**src/rtl/video_timing_gen_prog.sv**
```systemverilog
`default_nettype none
// ============================================================================
// Module  : video_timing_gen_prog
// Brief   : Runtime-programmable video timing generator. Config words arrive
//           on a valid/ready port and are switched in at a frame boundary.
//           Optional macro VTG_LINE_IRQ_EN adds a per-frame line-match pulse.
// Revision: 1.0 - initial release
// ============================================================================

module video_timing_gen_prog #(
  parameter int H_W          = 12,
  parameter int V_W          = 11,
  parameter int FC_W         = 6,
  parameter int DEF_H_ACTIVE = 1280,
  parameter int DEF_H_FP     = 110,
  parameter int DEF_H_SYNC   = 40,
  parameter int DEF_H_BP     = 220,
  parameter int DEF_V_ACTIVE = 720,
  parameter int DEF_V_FP     = 5,
  parameter int DEF_V_SYNC   = 5,
  parameter int DEF_V_BP     = 20,
  parameter bit DEF_HS_POL   = 1'b1,
  parameter bit DEF_VS_POL   = 1'b1,
  parameter int DEF_FPS      = 60
) (
  input  logic            pixel_clk_in,
  input  logic            rst_in,
  input  logic            enable_in,
  input  logic            cfg_valid_in,
  output logic            cfg_ready_out,
  input  logic [H_W-1:0]  cfg_h_active_in,
  input  logic [H_W-1:0]  cfg_h_fp_in,
  input  logic [H_W-1:0]  cfg_h_sync_in,
  input  logic [H_W-1:0]  cfg_h_bp_in,
  input  logic [V_W-1:0]  cfg_v_active_in,
  input  logic [V_W-1:0]  cfg_v_fp_in,
  input  logic [V_W-1:0]  cfg_v_sync_in,
  input  logic [V_W-1:0]  cfg_v_bp_in,
  input  logic            cfg_hs_pol_in,
  input  logic            cfg_vs_pol_in,
  input  logic [FC_W-1:0] cfg_fps_in,
  output logic            cfg_err_out,
  output logic [H_W-1:0]  hcount_out,
  output logic [V_W-1:0]  vcount_out,
  output logic            hs_out,
  output logic            vs_out,
  output logic            ad_out,
  output logic            nf_out,
`ifdef VTG_LINE_IRQ_EN
  input  logic [V_W-1:0]  line_match_in,
  output logic            line_irq_out,
`endif
  output logic [FC_W-1:0] fc_out
);

  typedef struct packed {
    logic [H_W-1:0]  h_active;
    logic [H_W-1:0]  h_fp;
    logic [H_W-1:0]  h_sync;
    logic [H_W-1:0]  h_bp;
    logic [V_W-1:0]  v_active;
    logic [V_W-1:0]  v_fp;
    logic [V_W-1:0]  v_sync;
    logic [V_W-1:0]  v_bp;
    logic            hs_pol;
    logic            vs_pol;
    logic [FC_W-1:0] fps;
  } cfg_t;

  typedef enum logic [0:0] {
    IDLE    = 1'b0,
    PENDING = 1'b1
  } state_t;

  localparam cfg_t C_DEF = '{
    h_active: H_W'(DEF_H_ACTIVE), h_fp: H_W'(DEF_H_FP),
    h_sync:   H_W'(DEF_H_SYNC),   h_bp: H_W'(DEF_H_BP),
    v_active: V_W'(DEF_V_ACTIVE), v_fp: V_W'(DEF_V_FP),
    v_sync:   V_W'(DEF_V_SYNC),   v_bp: V_W'(DEF_V_BP),
    hs_pol:   DEF_HS_POL,         vs_pol: DEF_VS_POL,
    fps:      FC_W'(DEF_FPS)
  };
  localparam logic [H_W:0]   C_H_ONE = (H_W+1)'(1);
  localparam logic [V_W:0]   C_V_ONE = (V_W+1)'(1);
  localparam logic [FC_W-1:0] C_FC_ONE = FC_W'(1);
  localparam logic [H_W+1:0] C_H_MAX = {2'b00, {H_W{1'b1}}};
  localparam logic [V_W+1:0] C_V_MAX = {2'b00, {V_W{1'b1}}};

  cfg_t   active, pending, cfg_in;
  state_t state, state_nxt;
  logic   cfg_ok, store, apply, reject;

  assign cfg_in = '{
    h_active: cfg_h_active_in, h_fp: cfg_h_fp_in,
    h_sync:   cfg_h_sync_in,   h_bp: cfg_h_bp_in,
    v_active: cfg_v_active_in, v_fp: cfg_v_fp_in,
    v_sync:   cfg_v_sync_in,   v_bp: cfg_v_bp_in,
    hs_pol:   cfg_hs_pol_in,   vs_pol: cfg_vs_pol_in,
    fps:      cfg_fps_in
  };

  // Totals of an incoming word carry two extra bits so four maximal fields cannot wrap.
  logic [H_W+1:0] new_h_tot;
  logic [V_W+1:0] new_v_tot;
  assign new_h_tot = (H_W+2)'(cfg_h_active_in) + (H_W+2)'(cfg_h_fp_in)
                   + (H_W+2)'(cfg_h_sync_in)   + (H_W+2)'(cfg_h_bp_in);
  assign new_v_tot = (V_W+2)'(cfg_v_active_in) + (V_W+2)'(cfg_v_fp_in)
                   + (V_W+2)'(cfg_v_sync_in)   + (V_W+2)'(cfg_v_bp_in);
  assign cfg_ok = (|cfg_h_active_in) & (|cfg_h_fp_in) & (|cfg_h_sync_in) & (|cfg_h_bp_in)
                & (|cfg_v_active_in) & (|cfg_v_fp_in) & (|cfg_v_sync_in) & (|cfg_v_bp_in)
                & (|cfg_fps_in) & (new_h_tot <= C_H_MAX) & (new_v_tot <= C_V_MAX);

  // Window edges and totals of the active mode.
  logic [H_W:0] hs_start, hs_end, h_tot, h_last;
  logic [V_W:0] vs_start, vs_end, v_tot, v_last;
  assign hs_start = {1'b0, active.h_active} + {1'b0, active.h_fp};
  assign hs_end   = hs_start + {1'b0, active.h_sync};
  assign h_tot    = hs_end + {1'b0, active.h_bp};
  assign h_last   = h_tot - C_H_ONE;
  assign vs_start = {1'b0, active.v_active} + {1'b0, active.v_fp};
  assign vs_end   = vs_start + {1'b0, active.v_sync};
  assign v_tot    = vs_end + {1'b0, active.v_bp};
  assign v_last   = v_tot - C_V_ONE;

  logic at_h_last, at_v_last, frame_end, in_hs, in_vs, in_ad;
  logic [FC_W-1:0] fc_last;
  assign at_h_last = ({1'b0, hcount_out} == h_last);
  assign at_v_last = ({1'b0, vcount_out} == v_last);
  assign frame_end = at_h_last & at_v_last;
  assign in_hs     = ({1'b0, hcount_out} >= hs_start) && ({1'b0, hcount_out} < hs_end);
  assign in_vs     = ({1'b0, vcount_out} >= vs_start) && ({1'b0, vcount_out} < vs_end);
  assign in_ad     = (hcount_out < active.h_active) && (vcount_out < active.v_active);
  assign fc_last   = active.fps - C_FC_ONE;

  always_ff @(posedge pixel_clk_in or posedge rst_in) begin
    if (rst_in) state <= IDLE;
    else        state <= state_nxt;
  end

  always_comb begin
    state_nxt     = state;
    cfg_ready_out = 1'b0;
    store         = 1'b0;
    apply         = 1'b0;
    reject        = 1'b0;
    case (state)
      IDLE: begin
        cfg_ready_out = 1'b1;
        if (cfg_valid_in) begin
          store  = cfg_ok;
          reject = ~cfg_ok;
          if (cfg_ok) state_nxt = PENDING;
        end
      end
      PENDING: begin
        if (enable_in && frame_end) begin
          apply     = 1'b1;
          state_nxt = IDLE;
        end
      end
      default: state_nxt = IDLE;
    endcase
  end

  always_ff @(posedge pixel_clk_in or posedge rst_in) begin
    if (rst_in)     pending <= C_DEF;
    else if (store) pending <= cfg_in;
  end

  // Flags are taken from the count being left, so they trail the counters by one cycle.
  always_ff @(posedge pixel_clk_in or posedge rst_in) begin
    if (rst_in) begin
      active      <= C_DEF;
      hcount_out  <= '0;
      vcount_out  <= '0;
      fc_out      <= '0;
      hs_out      <= ~DEF_HS_POL;
      vs_out      <= ~DEF_VS_POL;
      ad_out      <= 1'b0;
      nf_out      <= 1'b0;
      cfg_err_out <= 1'b0;
    end else begin
      cfg_err_out <= reject;
      if (enable_in) begin
        hs_out <= ~(in_hs ^ active.hs_pol);
        vs_out <= ~(in_vs ^ active.vs_pol);
        ad_out <= in_ad;
        nf_out <= frame_end;
        if (at_h_last) begin
          hcount_out <= '0;
          if (at_v_last) begin
            vcount_out <= '0;
            if (apply) begin
              active <= pending;
              fc_out <= '0;
            end else if (fc_out >= fc_last) begin
              fc_out <= '0;
            end else begin
              fc_out <= fc_out + 1'b1;
            end
          end else begin
            vcount_out <= vcount_out + 1'b1;
          end
        end else begin
          hcount_out <= hcount_out + 1'b1;
        end
      end else begin
        ad_out <= 1'b0;
        nf_out <= 1'b0;
      end
    end
  end

`ifdef VTG_LINE_IRQ_EN
  always_ff @(posedge pixel_clk_in or posedge rst_in) begin
    if (rst_in) line_irq_out <= 1'b0;
    else        line_irq_out <= enable_in && (hcount_out == '0) && (vcount_out == line_match_in);
  end
`endif

endmodule

`default_nettype wire

```
**config.mk**
```make
export PLATFORM = sky130hd
export DESIGN_NAME = video_timing_gen_prog
export DESIGN_NICKNAME = d
export VERILOG_FILES = /design/src/rtl/video_timing_gen_prog.sv
export SDC_FILE = /design/constraint.sdc
export NUM_CORES = 1
export LEC_CHECK = 0
export BUFFER_PORTS_ARGS = -buffer_cell sky130_fd_sc_hd__buf_2
export CAP_MARGIN = 20
export CELL_PAD_IN_SITES_DETAIL_PLACEMENT = 1
export CELL_PAD_IN_SITES_GLOBAL_PLACEMENT = 2
export CORE_ASPECT_RATIO = 0.6
export CORE_MARGIN = 5
export CORE_UTILIZATION = 37
export DETAILED_ROUTE_END_ITERATION = 6
export PLACE_DENSITY = 0.74
export SYNTH_ARGS = -nofsm -noshare
export SYNTH_HDL_FRONTEND = slang
export SYNTH_SLANG_ARGS = --single-unit
```
**constraint.sdc**
```tcl
create_clock -name pixel_clk_in -period 7.4 [get_ports pixel_clk_in]
set_clock_uncertainty 0.2 [all_clocks]
set_input_delay 0.74 -clock pixel_clk_in [delete_from_list [all_inputs] [get_ports pixel_clk_in]]
set_output_delay 0.74 -clock pixel_clk_in [all_outputs]
set_load 0.02 [all_outputs]
```
==> metrics.txt <==
run status finished clean; P&R area growth vs syn 13.17%; Worst-Margin Slew 0.9766 ns; max cap viols 0; slowest stage delay, CP 0.55 ns; Synth top cells by count 188 x ha_1, 175 x dfrtp_1, 142 x inv_1, 101 x mux2_2, 101 x mux2_4; Die Area 50410 um^2; final wirelength 49640 um; clk sink count 235; most numerous cell in the Yosys netlist ha_1; Die Y 175.9 um; r2r worst-path depth 26; synth unique cells 75; Final Hold Fails 0; Buffers on Ports 138; initial antenna violation count 3; vias in the first global route 12.62k; R2R setup slack 0.54 ns; # fillers 4956; routability cong. 0.8776; post-place setup slack 0.4644 ns; cts hold-fix bufs 0; area leader, netlist dfrtp_1; Max clock buf depth 3; RSZ-0062 raised after global routing no; Hold WC Path Type in -> async; Final min period 6.856 ns; post-route ant nets 0; Synth async-reset ratio 100.0%; final setup vio count 0; syn avg cell area 11.43 um^2; FMAX 0.1458 GHz; cell count after synthesis 1485; share of layout cells above drive strength 1 29.18%; final setup TNS 0 ns; aggregate global-route resource usage 19.64%; CTS H-tree depth 1; Synth Cell Area 16980 um^2; first-pass GRT wire length 76980 um; top cells by area, synth dfrtp_1 26%, ha_1 14%, dfstp_2 9.3%; CP endpoint kind flop; EDFF count, synth 0; Top Ports 139; critical path class reg -> reg; remaining routing DRC violations 0; top cell type's share of synthesized area 25.79%; crit-path max FO 20; largest net degree at the start of global routing 109; normalized max-slew margin 34.34%; HPWL after detailed placement 39900 um; GRT overflow 0; Core Box Area 45120 um^2; Clock Tree Root clkbuf_16; CP max stage cell dfstp_2; Pre-antenna DRT Iters 4; Post-CTS Setup Inserts 0; reg-to-reg endpoint vcount_out[9]$_DFFE_PP0P_; CTS tree built; DR WL/cell 21.84 um; worst skew pair latency 0.57 ns; # rows 60; Max VDD drop 199.5 uV; fin nets 1975; post-synthesis sequential area ratio 35.08%; cts bufs inserted 27; Most used DFF post-synth dfrtp_1; Vias/cell 5.229; power per cell area 178.4 nW/um^2; Final Util 42.58%; PnR Total Power 3429 uW; leakage power 0.009325 uW; Clock transition at path regs 0.06 ns; warnings from Yosys 0; Synth Register Bits 235; Arrival @ worst endpoint 7.15 ns; DR iter-0 viols 528; CP Data Required Time 7.70 ns; total number of vias 11.89k; slack of the critical path 0.5435 ns; Starting Density 37.63%; final number of max-transition violations 0; Die Width 286.5 um; Final period util 92.66%; worst r2r src active[77]$_DFFE_PP1P_; Critical Path Start Type flop; Syn Nets 1829
==> logic make-up after synthesis <==
logic type	synth area share, %
compound gates	11.28
simple gates	8.217
fa+ha+maj	19.99
flops	35.08
mux	16.16
buf+inv	5.048
xor+xnor	4.230
==> flip-flops by register name, indices dropped and copies added, names as in the netlist, 6 cells and up <==
name        count
active        100
fc_out          6
hcount_out     12
pending       100
vcount_out     11
==> per-stage QoR <==
stage	hold slack, ns	cells	instance area, um^2
detailed placement	0.2914	2222	18260
floorplan	0.2779	1485	16980
finish	0.1145	2273	19210
CTS	0.1484	2272	19200
global placement	0.2820	2222	18260
global route	0.1652	2272	19210
==> what timing repair did <==
| action | 4_1_cts | 5_1_grt |
|---|---|---|
| setup endpoints to repair | 0 | 1 |
| endpoints found under the hold margin | 0 | 0 |
| gates resized for setup | 0 | 1 |
==> metal layers <==
metal | GRT usage, % | vias up | part of all wire (%)
met4 | 2.846 | 2 | 1.4
met3 | 3.541 | 42 | 4.3
li1 | - | 5616 | -
met1 | 31.95 | 6059 | 55
met5 | 0 | - | 0.026
met2 | 27.26 | 167 | 39
==> power breakdown <==
| part | leakage [uW] | internal (uW) | switching [uW] |
|---|---|---|---|
| combinational | 0.00586 | 265 | 347 |
| sequential | 0.00301 | 1310 | 74.6 |
| clock | 0.000456 | 832 | 605 |
==> cell usage in the layout (no fill, tap or decap), types with 18 or more instances in the layout <==
| cell type | netlist | routed |
|---|---|---|
| a21o_1 | 52 | 52 |
| a21oi_1 | 61 | 61 |
| buf_2 | 14 | 138 |
| clkbuf_16 | 0 | 27 |
| dfrtp_1 | 175 | 175 |
| dfstp_2 | 60 | 60 |
| fa_1 | 52 | 52 |
| ha_1 | 188 | 188 |
| inv_1 | 142 | 141 |
| mux2_2 | 101 | 101 |
| mux2_4 | 101 | 101 |
| nand2_1 | 47 | 47 |
| nand2b_1 | 18 | 18 |
| nand3_1 | 24 | 24 |
| nor2_1 | 59 | 59 |
| nor4_1 | 29 | 29 |
| o21ai_0 | 43 | 43 |
| xnor2_1 | 51 | 51 |
| xor2_1 | 31 | 31 |
==> area by class of cell <==
type	count	area (um^2)	area share (%)
diodes	1	2.502	0.01302
inverters	142	540.5	2.813
multi-input cells	1075	10180	52.97
flip-flops and latches	235	5956	31.00
repair buffers	150	818.3	4.259
well taps	620	775.7	4.038
clock buffers	34	752.0	3.914
clock inverters	16	191.4	0.9964
==> worst max path at each step <==
stage,startpoint,endpoint,depth (start not counted)
finish,active[77]$_DFFE_PP1P_,vcount_out[9]$_DFFE_PP0P_,26
CTS,active[77]$_DFFE_PP1P_,vcount_out[9]$_DFFE_PP0P_,26
detailed placement,active[77]$_DFFE_PP1P_,vcount_out[9]$_DFFE_PP0P_,26
global placement,active[77]$_DFFE_PP1P_,vcount_out[9]$_DFFE_PP0P_,26
global route,active[77]$_DFFE_PP1P_,vcount_out[9]$_DFFE_PP0P_,26
floorplan,rst_in,active[0]$_DFFE_PP0P_,1
==> worst max-delay path: cells and delay by family, from the launching register on <==
| kind | cells | cell delay [ns] |
|---|---|---|
| and+or+nand+nor | 7 | 1.84 |
| buffers and inverters | 1 | 0.25 |
| xor gates and xnor gates | 2 | 0.21 |
| DFF | 1 | 0.55 |
| muxes | 1 | 0.23 |
| AOI/OAI and AO/OA | 12 | 2.39 |
| adders and majority gates | 3 | 1.10 |
Note: power is estimated with default switching activity, not from simulation.
